--- src/rtl/picobello_soc_ctrl.sv ---
// picobello_soc_ctrl: register-bus slave for SoC-level control.
// Provides four scratch registers, per-tile clock enables, per-tile
// reset pulses driven by a shared down-counter, and a watchdog whose
// expiry is reported as a level interrupt. Every access is answered
// with exactly one wait state by a two-state response FSM.
module picobello_soc_ctrl #(
    parameter int unsigned NumTiles  = 16,
    parameter int unsigned RstCycles = 16
) (
    input  logic                clk_i,
    input  logic                rst_ni,
    input  logic                reg_valid_i,
    input  logic                reg_write_i,
    input  logic [31:0]         reg_addr_i,
    input  logic [31:0]         reg_wdata_i,
    input  logic [3:0]          reg_wstrb_i,
    output logic                reg_ready_o,
    output logic [31:0]         reg_rdata_o,
    output logic                reg_error_o,
    output logic [NumTiles-1:0] tile_clk_en_o,
    output logic [NumTiles-1:0] tile_rst_o,
    output logic                wdt_irq_o
);

    localparam int unsigned CntW = $clog2(RstCycles + 1);

    // Word indices (byte offset >> 2)
    localparam logic [3:0] WClkEn   = 4'd4;
    localparam logic [3:0] WTileRst = 4'd5;
    localparam logic [3:0] WCtrl    = 4'd6;
    localparam logic [3:0] WLoad    = 4'd7;
    localparam logic [3:0] WCount   = 4'd8;
    localparam logic [3:0] WStatus  = 4'd9;

    typedef enum logic {
        StIdle = 1'b0,
        StAck  = 1'b1
    } state_e;

    state_e               state_q;
    logic                 ready_q;
    logic                 error_q;
    logic [31:0]          rdata_q;

    logic [3:0][31:0]     scratch_q, scratch_d;
    logic [NumTiles-1:0]  clk_en_q, clk_en_d;
    logic [NumTiles-1:0]  rst_active_q, rst_active_d;
    logic [CntW-1:0]      rst_cnt_q, rst_cnt_d;
    logic                 wdt_en_q, wdt_en_d;
    logic                 wdt_expired_q, wdt_expired_d;
    logic [31:0]          wdt_load_q, wdt_load_d;
    logic [31:0]          wdt_count_q, wdt_count_d;

    // Address decode: only the low six address bits select a register
    logic [5:0]  offset;
    logic [3:0]  word;
    logic        acc_err;
    logic        req;
    logic        wr_en;
    logic [31:0] wmask;
    logic [31:0] wdata_m;
    logic        unused_addr;

    assign offset      = reg_addr_i[5:0];
    assign word        = offset[5:2];
    assign unused_addr = ^reg_addr_i[31:6];
    assign acc_err     = (offset[1:0] != 2'b00) || (offset > 6'h24)
                         || (reg_write_i && (word == WCount));
    assign req         = (state_q == StIdle) && reg_valid_i;
    assign wr_en       = req && reg_write_i && !acc_err;
    assign wmask       = {{8{reg_wstrb_i[3]}}, {8{reg_wstrb_i[2]}},
                          {8{reg_wstrb_i[1]}}, {8{reg_wstrb_i[0]}}};
    assign wdata_m     = reg_wdata_i & wmask;

    // Watchdog control strobes; only byte 0 of CTRL/STATUS carries fields
    logic ctrl_wr;
    logic wdt_kick;
    logic wdt_reload;
    logic wdt_expire;
    logic wdt_clr;

    assign ctrl_wr    = wr_en && (word == WCtrl) && reg_wstrb_i[0];
    assign wdt_kick   = ctrl_wr && reg_wdata_i[1];
    assign wdt_reload = wdt_kick || (ctrl_wr && reg_wdata_i[0] && !wdt_en_q);
    assign wdt_expire = wdt_en_q && (wdt_count_q == 32'd0) && !wdt_reload;
    assign wdt_clr    = wr_en && (word == WStatus) && reg_wstrb_i[0] && reg_wdata_i[0];

    // Scratch, clock-enable and load registers: bytewise strobed writes
    always_comb begin
        scratch_d  = scratch_q;
        clk_en_d   = clk_en_q;
        wdt_load_d = wdt_load_q;
        for (int i = 0; i < 4; i++) begin
            if (wr_en && (word == 4'(i))) begin
                scratch_d[i] = (scratch_q[i] & ~wmask) | wdata_m;
            end
        end
        if (wr_en && (word == WClkEn)) begin
            clk_en_d = (clk_en_q & ~wmask[NumTiles-1:0]) | wdata_m[NumTiles-1:0];
        end
        if (wr_en && (word == WLoad)) begin
            wdt_load_d = (wdt_load_q & ~wmask) | wdata_m;
        end
    end

    // Tile reset pulse: a non-zero write extends the active set and restarts the shared count
    logic [NumTiles-1:0] rst_req;
    assign rst_req = (wr_en && (word == WTileRst)) ? wdata_m[NumTiles-1:0] : '0;

    always_comb begin
        rst_active_d = rst_active_q;
        rst_cnt_d    = rst_cnt_q;
        if (rst_req != '0) begin
            rst_active_d = rst_active_q | rst_req;
            rst_cnt_d    = CntW'(RstCycles);
        end else if (rst_cnt_q != '0) begin
            rst_cnt_d = rst_cnt_q - CntW'(1);
            if (rst_cnt_q == CntW'(1)) begin
                rst_active_d = '0;
            end
        end
    end

    // Watchdog next state: reload beats expiry, expiry beats clear, expiry freezes the count
    always_comb begin
        wdt_en_d      = wdt_en_q;
        wdt_count_d   = wdt_count_q;
        wdt_expired_d = (wdt_expired_q && !wdt_clr) || wdt_expire;
        if (ctrl_wr) begin
            wdt_en_d = reg_wdata_i[0];
        end
        if (wdt_reload) begin
            wdt_count_d = wdt_load_q;
        end else if (wdt_en_q && !wdt_expired_q && (wdt_count_q != 32'd0)) begin
            wdt_count_d = wdt_count_q - 32'd1;
        end
    end

    // Read multiplexer; unimplemented bits and the KICK bit read as zero
    logic [31:0] rdata_mux;
    always_comb begin
        rdata_mux = '0;
        case (word)
            4'd0, 4'd1, 4'd2, 4'd3: rdata_mux = scratch_q[word[1:0]];
            WClkEn:                 rdata_mux[NumTiles-1:0] = clk_en_q;
            WTileRst:               rdata_mux[NumTiles-1:0] = rst_active_q;
            WCtrl:                  rdata_mux[0] = wdt_en_q;
            WLoad:                  rdata_mux = wdt_load_q;
            WCount:                 rdata_mux = wdt_count_q;
            WStatus:                rdata_mux[0] = wdt_expired_q;
            default:                rdata_mux = '0;
        endcase
    end

    // Response FSM: capture the access in IDLE, present it for one cycle in ACK
    always_ff @(posedge clk_i or negedge rst_ni) begin
        if (!rst_ni) begin
            state_q <= StIdle;
            ready_q <= 1'b0;
            error_q <= 1'b0;
            rdata_q <= '0;
        end else begin
            case (state_q)
                StIdle: begin
                    if (reg_valid_i) begin
                        state_q <= StAck;
                        ready_q <= 1'b1;
                        error_q <= acc_err;
                        rdata_q <= (acc_err || reg_write_i) ? 32'd0 : rdata_mux;
                    end
                end
                StAck: begin
                    state_q <= StIdle;
                    ready_q <= 1'b0;
                    error_q <= 1'b0;
                    rdata_q <= '0;
                end
            endcase
        end
    end

    // Register file, tile reset and watchdog state
    always_ff @(posedge clk_i or negedge rst_ni) begin
        if (!rst_ni) begin
            scratch_q     <= '0;
            clk_en_q      <= '1;
            rst_active_q  <= '0;
            rst_cnt_q     <= '0;
            wdt_en_q      <= 1'b0;
            wdt_expired_q <= 1'b0;
            wdt_load_q    <= '0;
            wdt_count_q   <= '0;
        end else begin
            scratch_q     <= scratch_d;
            clk_en_q      <= clk_en_d;
            rst_active_q  <= rst_active_d;
            rst_cnt_q     <= rst_cnt_d;
            wdt_en_q      <= wdt_en_d;
            wdt_expired_q <= wdt_expired_d;
            wdt_load_q    <= wdt_load_d;
            wdt_count_q   <= wdt_count_d;
        end
    end

    assign reg_ready_o   = ready_q;
    assign reg_rdata_o   = rdata_q;
    assign reg_error_o   = error_q;
    assign tile_clk_en_o = clk_en_q;
    assign tile_rst_o    = rst_active_q;
    assign wdt_irq_o     = wdt_expired_q;

endmodule

--- config.mk ---
export PLATFORM = sky130hd
export DESIGN_NAME = picobello_soc_ctrl
export DESIGN_NICKNAME = d
export VERILOG_FILES = /design/src/rtl/picobello_soc_ctrl.sv
export SDC_FILE = /design/constraint.sdc
export NUM_CORES = 1
export LEC_CHECK = 0
export ABC_AREA = 0
export CAP_MARGIN = 20
export CORE_UTILIZATION = 50
export DETAILED_ROUTE_END_ITERATION = 8
export PLACE_DENSITY = 0.75
export SLEW_MARGIN = 5
export SYNTH_ARGS = -nofsm -noshare
export SYNTH_HDL_FRONTEND = slang
export SYNTH_SLANG_ARGS = --single-unit
--- constraint.sdc ---
create_clock -name clk_i -period 4.21 [get_ports clk_i]
set_input_delay 0.6315 -clock clk_i [delete_from_list [all_inputs] [get_ports clk_i]]
set_output_delay 0.6315 -clock clk_i [all_outputs]
set_load 0.05 [all_outputs]
[After elaboration in Yosys (flattened, before gate mapping)]
Index checks and enable logic that the tools add are counted.
Widths: inputs -> output; s select.
Operators by class
  $add $sub $neg: 2
  multiply operators: 0
  divide/modulo/power cells: 0
  $lt $le $gt $ge: 2
  equality and inequality tests: 11
  shifts and indexed selects: 0
  muxes and demuxes: 22
  bitwise operators: 17
  reduce and logical (&&, ||, !) cells: 45
Operators by type and width (number)
  $and 32x32->32: 6
  $mux 32: 5
  $or 32x32->32: 5
  $pmux 15 s5: 1
  $bmux 32 s2: 1
  $mux 16: 4
  $pmux 32 s2: 1
  $pmux 16 s3: 1
  $logic_not 32->1: 1
  $not 32->32: 1
  $or 16x16->16: 2
  $reduce_bool 32->1: 1
  $sub 32x1->32 const B: 1
  $logic_and 1x1->1: 24
  $and 16x16->16: 1
  $eq 4x3->1 const B: 4
  $not 16->16: 1
  $reduce_bool 16->1: 1
  $mux 5: 2
  $eq 4x2->1 const B: 2
  $eq 4x4->1 const B: 2
  $reduce_bool 2->1: 4
  $pmux 1 s7: 1
  $gt 6x6->1 const B: 1
  other kinds (14): 26
Word-level totals
  register bits: 266
  bits in latches: 0
  RAM bits: 0
  ROM bits: 0
  output and inout port bits: 67
  word-level logic and storage cells: 114
  memories kept: 0

[Depth between registers and ports, before layout]
Gate-level depths: netlist of run 1.
  depth in word-level cells: 13
  depth in mapped cells: 9
  depth with buffers taken out: 7

[Worst setup path after synthesis of run 1]
Ideal clock, no wire load.
  path kind: input port to flip-flop
  start: input port reg_addr_i[3]
  end: register with a tool-made name
  setup time: 0.128 ns
  arrival time: 2.666 ns
  slack: 1.417 ns
  stages: 8
  path buffers: 2
  cell sequence: buf_2 or3b_4 a2111oi_4 buf_4 nand2_4 nor3b_4 nand2_4 mux2_1
RTL lines
  start: declaration: line 14  | input logic [31:0] reg_addr_i,

[Worst setup path after layout of run 1]
  start: input port reg_addr_i[4]
  end: register wdt_count_q[16]
On the way
  word-level cells in the longest chain between the ends: 11
Ends and longest elaborated chain
  $gt 6x6->1 / $eq 4x4->1 (equally long branches): line 67, 68
  $logic_or 1x1->1 / $logic_and 1x1->1 (equally long branches): line 67, 68
  $logic_or 1x1->1: line 68  | || (reg_write_i && (word == WCount));
  $logic_not 1->1: line 70  | assign wr_en = req && reg_write_i && !acc_err;
  $logic_and 1x1->1: line 70
  $logic_and 1x1->1 * (2 in a row): line 82  | assign ctrl_wr = wr_en && (word == WCtrl) && reg_wstrb_i[0];
  $logic_and 1x1->1 (2 in a row): line 84  | assign wdt_reload = wdt_kick || (ctrl_wr && reg_wdata_i[0] && !wdt_en_q);
  $logic_or 1x1->1 *: line 84
  $mux 32 / $reduce_bool 2->1 (equally long branches)
  end signal: assignment: line 201  | wdt_count_q <= wdt_count_d;
  end: declaration: line 52  | logic [31:0] wdt_count_q, wdt_count_d;
Mark *: on every way between the ends. The rest lies on a longest branch, timed or not.
A chain may end at the register's enable or synchronous reset.

==> run metrics, run 1 <==
status finished clean; TritonCTS Buffers 28; Hold Path Class in2async; # diodes 0; Synth Area in Adders 0.00411; Final #Nets 1160; Max FO, Critical Path 35; final wirelength 30700 µm; CP Class in2reg; DR vias/cell 6.04; Die X 158 µm; register area between 0.006 and 0.007 mm²; first-pass GRT wire length 48300 µm; share of cells above drive strength 1 0.275; RSZ-0062 raised after global routing false; level count of the clock H-tree 1; Setup Viol. Count Final 0; R2R Path Start wdt_count_q[1]; fill count 1925; Reg-to-Reg End wdt_count_q[25]; worst-margin pin slew 1.06 ns; routed len/inst 21.5 µm; area occupied by multi-input gates 0.00530 mm²; Core Util, Final 0.615; worst path bufs/invs 2; largest net degree at the start of global routing 140; DP HPWL 19400 µm; Worst setup startpoint reg_addr_i[4]; fmax 0.304 GHz; sequential-to-total area share from yosys stat 0.549; clock latency on the worst-skew pair about 0.54 ns; Gate Count Post-Synth just under 1k; Slew HR 0.293; Crit path depth 8; initial antenna violation count 1; R2R depth 6; Top Ports 139; R2R Setup Slk 1.40 ns; Power Density 385 mW/mm²; Clock Path Buffers 3; WP data required 4.61 ns; max incr delay on CP approximately 0.7 ns; Leak Pwr ~6.5 nW; core area between 0.02 and 0.025 mm²; cell chain of the critical path clkdlybuf4s50_1 -> or3b_4 -> a2111oi_4 -> nand2_1 -> or4_2 -> buf_4 -> nor2_1 -> a21oi_1; max_cap viols 0; routability cong. roughly 0.8; DR DRC count 0; Clock transition at path regs 0.06 ns; DIE AREA approximately 0.025 mm²; Clock Skew approximately 0.012 ns; most frequent cells in the layout dfrtp_1 (250), mux2_2 (168), clkdlybuf4s50_1 (109), nand2_1 (92), nor2_1 (71); Tcrit/Tclk final 0.780; num rows 56; CTS resizes 0; Initial Utilization 0.514; CP max stage cell or4_2; clock root buffer clkbuf_16; number of global-route vias before repair between 8k and 9k; ys flop type dfrtp_1; via count 8603; DRC violation total after the first TritonRoute iteration 966; CTS tree done; Post-synth ARST share 1.00; CP top delay family simple AND/OR/NAND/NOR gates; Final Max Tran Viols 0; buffers added on ports about 110; library cells used by synthesis 54; simple-gate share of the synthesized area 0.101; critical path capture point wdt_count_q[16]; Die H 158 µm; syn nets 1047; Worst setup EP type flip-flop; Final Hold Fails 0; drt first pass iters 6; area added between synthesis and finish 19.8%; Post-synth EDFFs 0; post-route ant nets 0; Setup TNS Final 0 ns; synthesized flop and latch total 266; Synth Area in XOR/XNOR 0.0223; Setup WS post-layout 0.925 ns; worst path arrival time 3.69 ns; mapped cell area 0.0122 mm²; total power 5.61 mW; Hold Buf Count CTS 0; leading cell type in the layout, fill and taps excluded dfrtp_1; largest family of logic cells by synthesized area multiplexers; pre-CTS setup slack around 0.47 ns; clock sinks between 200 and 300; Peak VDD IR approximately 0.00032 V; postcts setup bufs 0; grt total ovfl 0; mux cell area share after synthesis 0.224; Global Route Usage Sum 0.253; syn_area_per_cell 12.5 µm²; complex-gate fraction of the synthesized area 0.0812; yosys warns 0; fin crit period 3.29 ns; Critical Path Source Type primary input
[area by class of cell]
type / count / share of cell area
clock buffers: 42 / 0.0573
clock inverters: 9 / 0.00343
multi-input cells: 649 / 0.364
repair buffers: 132 / 0.0886
well taps: 319 / 0.0274
inverters: 7 / 0.00180
flip-flops and latches: 266 / 0.458
[stage by stage]
stage | instances | hold WS, ns | cell area, µm²
after floorplan | 971 | 0.336 | 12200
after global placement | 1373 | 0.467 | 13700
after detailed placement | 1373 | 0.474 | 13700
after CTS | 1424 | 0.298 | 14600
after global routing | 1424 | 0.333 | 14600
final | 1424 | 0.220 | 14600
[worst min-delay path by stage]
stage / startpoint / endpoint / slack (ns)
6_report: rst_ni / asynchronous set/reset pin / 0.22
3_5_place_dp: reg_rdata_o[19] / reg_rdata_o[19] / 0.47
3_3_place_gp: reg_rdata_o[2] / reg_rdata_o[2] / 0.47
4_1_cts: rst_ni / asynchronous set/reset pin / 0.30
2_1_floorplan: rst_ni / asynchronous set/reset pin / 0.34
5_1_grt: rst_ni / reg_rdata_o[27] / 0.33
[kinds of logic (layout without fill, tap and decap cells)]
| logic type | after synthesis | after routing |
|---|---|---|
| AND/OR/NAND/NOR | 255 | 255 |
| flip-flops | 266 | 266 |
| multiplexers | 210 | 210 |
| AO/OA/AOI/OAI | 149 | 149 |
| buffers and inverters | 56 | 190 |
| XOR/XNOR | 31 | 31 |
| adder cells (fa/ha/maj) | 4 | 4 |
[per-layer routing]
layer	track usage	up-vias	wire, µm
met5	0	-	13
met4	0.0788	2	630
met3	0.0474	50	2300
met2	0.413	333	14800
met1	0.342	4408	13000
li1	-	3810	-
[cell usage after synthesis, types with 7 or more instances]
master,n,area share
mux4_2,32,0.059
buf_2,8,0.0033
nor3_1,13,0.0053
xor2_1,15,0.011
mux2_1,10,0.0093
nand2_1,92,0.028
nand3_1,17,0.0070
o21ai_0,35,0.014
mux2_2,168,0.16
dfrtp_1,250,0.51
buf_1,8,0.0025
dfstp_2,16,0.035
inv_1,7,0.0022
clkbuf_1,32,0.0099
nor4_1,10,0.0051
a21oi_1,63,0.026
xnor2_1,16,0.012
nor2_1,73,0.023
or4_1,7,0.0043
a222oi_1,32,0.026
[report_power, final]
group	internal (mW)	total, mW	switching, mW
logic	0.213	0.521	0.308
registers	2.65	2.73	0.0821
clock network	1.36	2.36	0.993
Power figures use the tool's default switching activity.
==> run 2, diff against run 1 <==
- PLACE_DENSITY: 0.75 -> 0.78
- clock period: 4.21 -> 2.75 ns (I/O delays scaled with it)
==> run 2 against run 1 <==
  * Utilization increased by 3.0 points
  * Hold slack improved by 0.25 ns
  * Global-route usage increased by 0.54 points
  * Count of clock-buffer cells in the layout decreased by 2
  * Sequential cell count unchanged
  * Highest routed layer unchanged
  * Die area unchanged
==> run metrics, run 2 (synthesis results as in run 1) <==
TritonCTS Buffers 27; status finished clean; Die X 158 µm; share of cells above drive strength 1 0.311; clock latency on the worst-skew pair ~0.53 ns; Final Max Tran Viols 0; Critical Path Source Type primary input; cell chain of the critical path clkdlybuf4s50_1 -> or3b_4 -> a2111oi_4 -> buf_4 -> nand2_4 -> nor3_2 -> nand2_1 -> buf_12 -> mux2_1; Non-Filler Instances ~1.5k; num rows 56; Clock transition at path regs roughly 0.06 ns; DRC violation total after the first TritonRoute iteration 855; level count of the clock H-tree 1; via count 8819; max incr delay on CP 0.44 ns; placed cells 1439; final instance area 0.0153 mm²; largest net degree at the start of global routing 89; Initial Utilization 0.514; CP Class in2reg; max_cap viols 0; Leak Pwr approximately 6.9 nW; routed len/inst 20.7 µm; Setup Viol. Count Final 0; fmax between 0.3 and 0.4 GHz; core area 0.0237 mm²; buffers added on ports 112; first-pass GRT wire length 49500 µm; fin crit period approximately 2.6 ns; Hold Path Class in2async; grt total ovfl 0; Final Hold Fails 0; Tcrit/Tclk final 0.934; DIE AREA 0.0250 mm²; DP HPWL between 20000 and 25000 µm; placed cell areas 0.0144 mm²; Min Hold Slack 0.467 ns; initial antenna violation count 1; postcts setup bufs 0; worst-margin pin slew 0.742 ns; clock sinks approximately 270; DR vias/cell roughly 6; Power Density 573 mW/mm²; CTS resizes 0; area added between synthesis and finish 25.6%; Final #Nets 1226; post-route ant nets 0; Global Route Usage Sum 0.258; routability cong. approximately 0.8; Worst setup EP type flip-flop; number of global-route vias before repair 9169; Setup TNS Final 0 ns; Clock Skew 0.0170 ns; most frequent cells in the layout dfrtp_1 (250), mux2_2 (168), clkdlybuf4s50_1 (109), nand2_1 (92), nor2_1 (71); CP max stage cell a2111oi_4; drt first pass iters 8; worst path arrival time 2.98 ns; CTS tree done; leading cell type in the layout, fill and taps excluded dfrtp_1; Hold Buf Count CTS 1; Die H around 160 µm; Clock Path Buffers 3; Max FO, Critical Path 10; DR DRC count 0; clock root buffer clkbuf_16; Top Ports 139; Peak VDD IR 0.000333 V; WP data required 3.16 ns; total power 8.75 mW; Slew HR 0.505; final wirelength 30800 µm; RSZ-0062 raised after global routing false; # diodes 0
[run 2: worst paths after layout]
kind	to	slack [ns]	from	cells past startpoint
max	flip-flop	0.18	reg_addr_i[4]	9
min	reg_rdata_o[11]	0.47	rst_ni	2
max reg2reg	wdt_count_q[25]	0.27	wdt_count_q[1]	7
min reg2reg	reg_rdata_o[29]	0.47	reg_rdata_o[29]	2
max in group asynchronous	asynchronous set/reset pin	1.45	rst_ni	3
min in group clk_i	reg_rdata_o[29]	0.47	reg_rdata_o[29]	2
[run 2: critical path: cells and delay by family]
family,cells,cell delay (ns)
simple gates,4,0.94
buf+inv,3,0.87
mux,1,0.31
compound gates,1,0.44
[run 2: through the flow]
step                      worst slack, ns   util
after global routing               0.0965  0.645
final                               0.182  0.645
after global placement             -0.282  0.607
after detailed placement           -0.326  0.607
after CTS                           0.217  0.645
after floorplan                     0.176      -
[run 2: power by group]
| part | total (mW) | switching (mW) | internal, mW | leakage, nW |
|---|---|---|---|---|
| sequential | 4.19 | 0.130 | 4.06 | 3.47 |
| combinational | 0.830 | 0.469 | 0.361 | 3.04 |
| clock | 3.73 | 1.47 | 2.26 | 0.435 |
[run 2: layout make-up]
type | instances | area [µm²]
tap | 319 | 399
clock buffer | 40 | 754
multi-input combinational | 649 | 5300
fill | 1828 | 8400
clock inverter | 8 | 143
inverter | 7 | 26.3
timing repair buffer | 199 | 1980
sequential | 266 | 6680
[run 2: metal layers]
| metal | track usage | vias up | share of wire |
|---|---|---|---|
| met4 | 0.0847 | 2 | 0.026 |
| met1 | 0.356 | 4516 | 0.43 |
| li1 | - | 3941 | - |
| met5 | 0 | - | 0.00055 |
| met3 | 0.0372 | 63 | 0.064 |
| met2 | 0.422 | 297 | 0.48 |
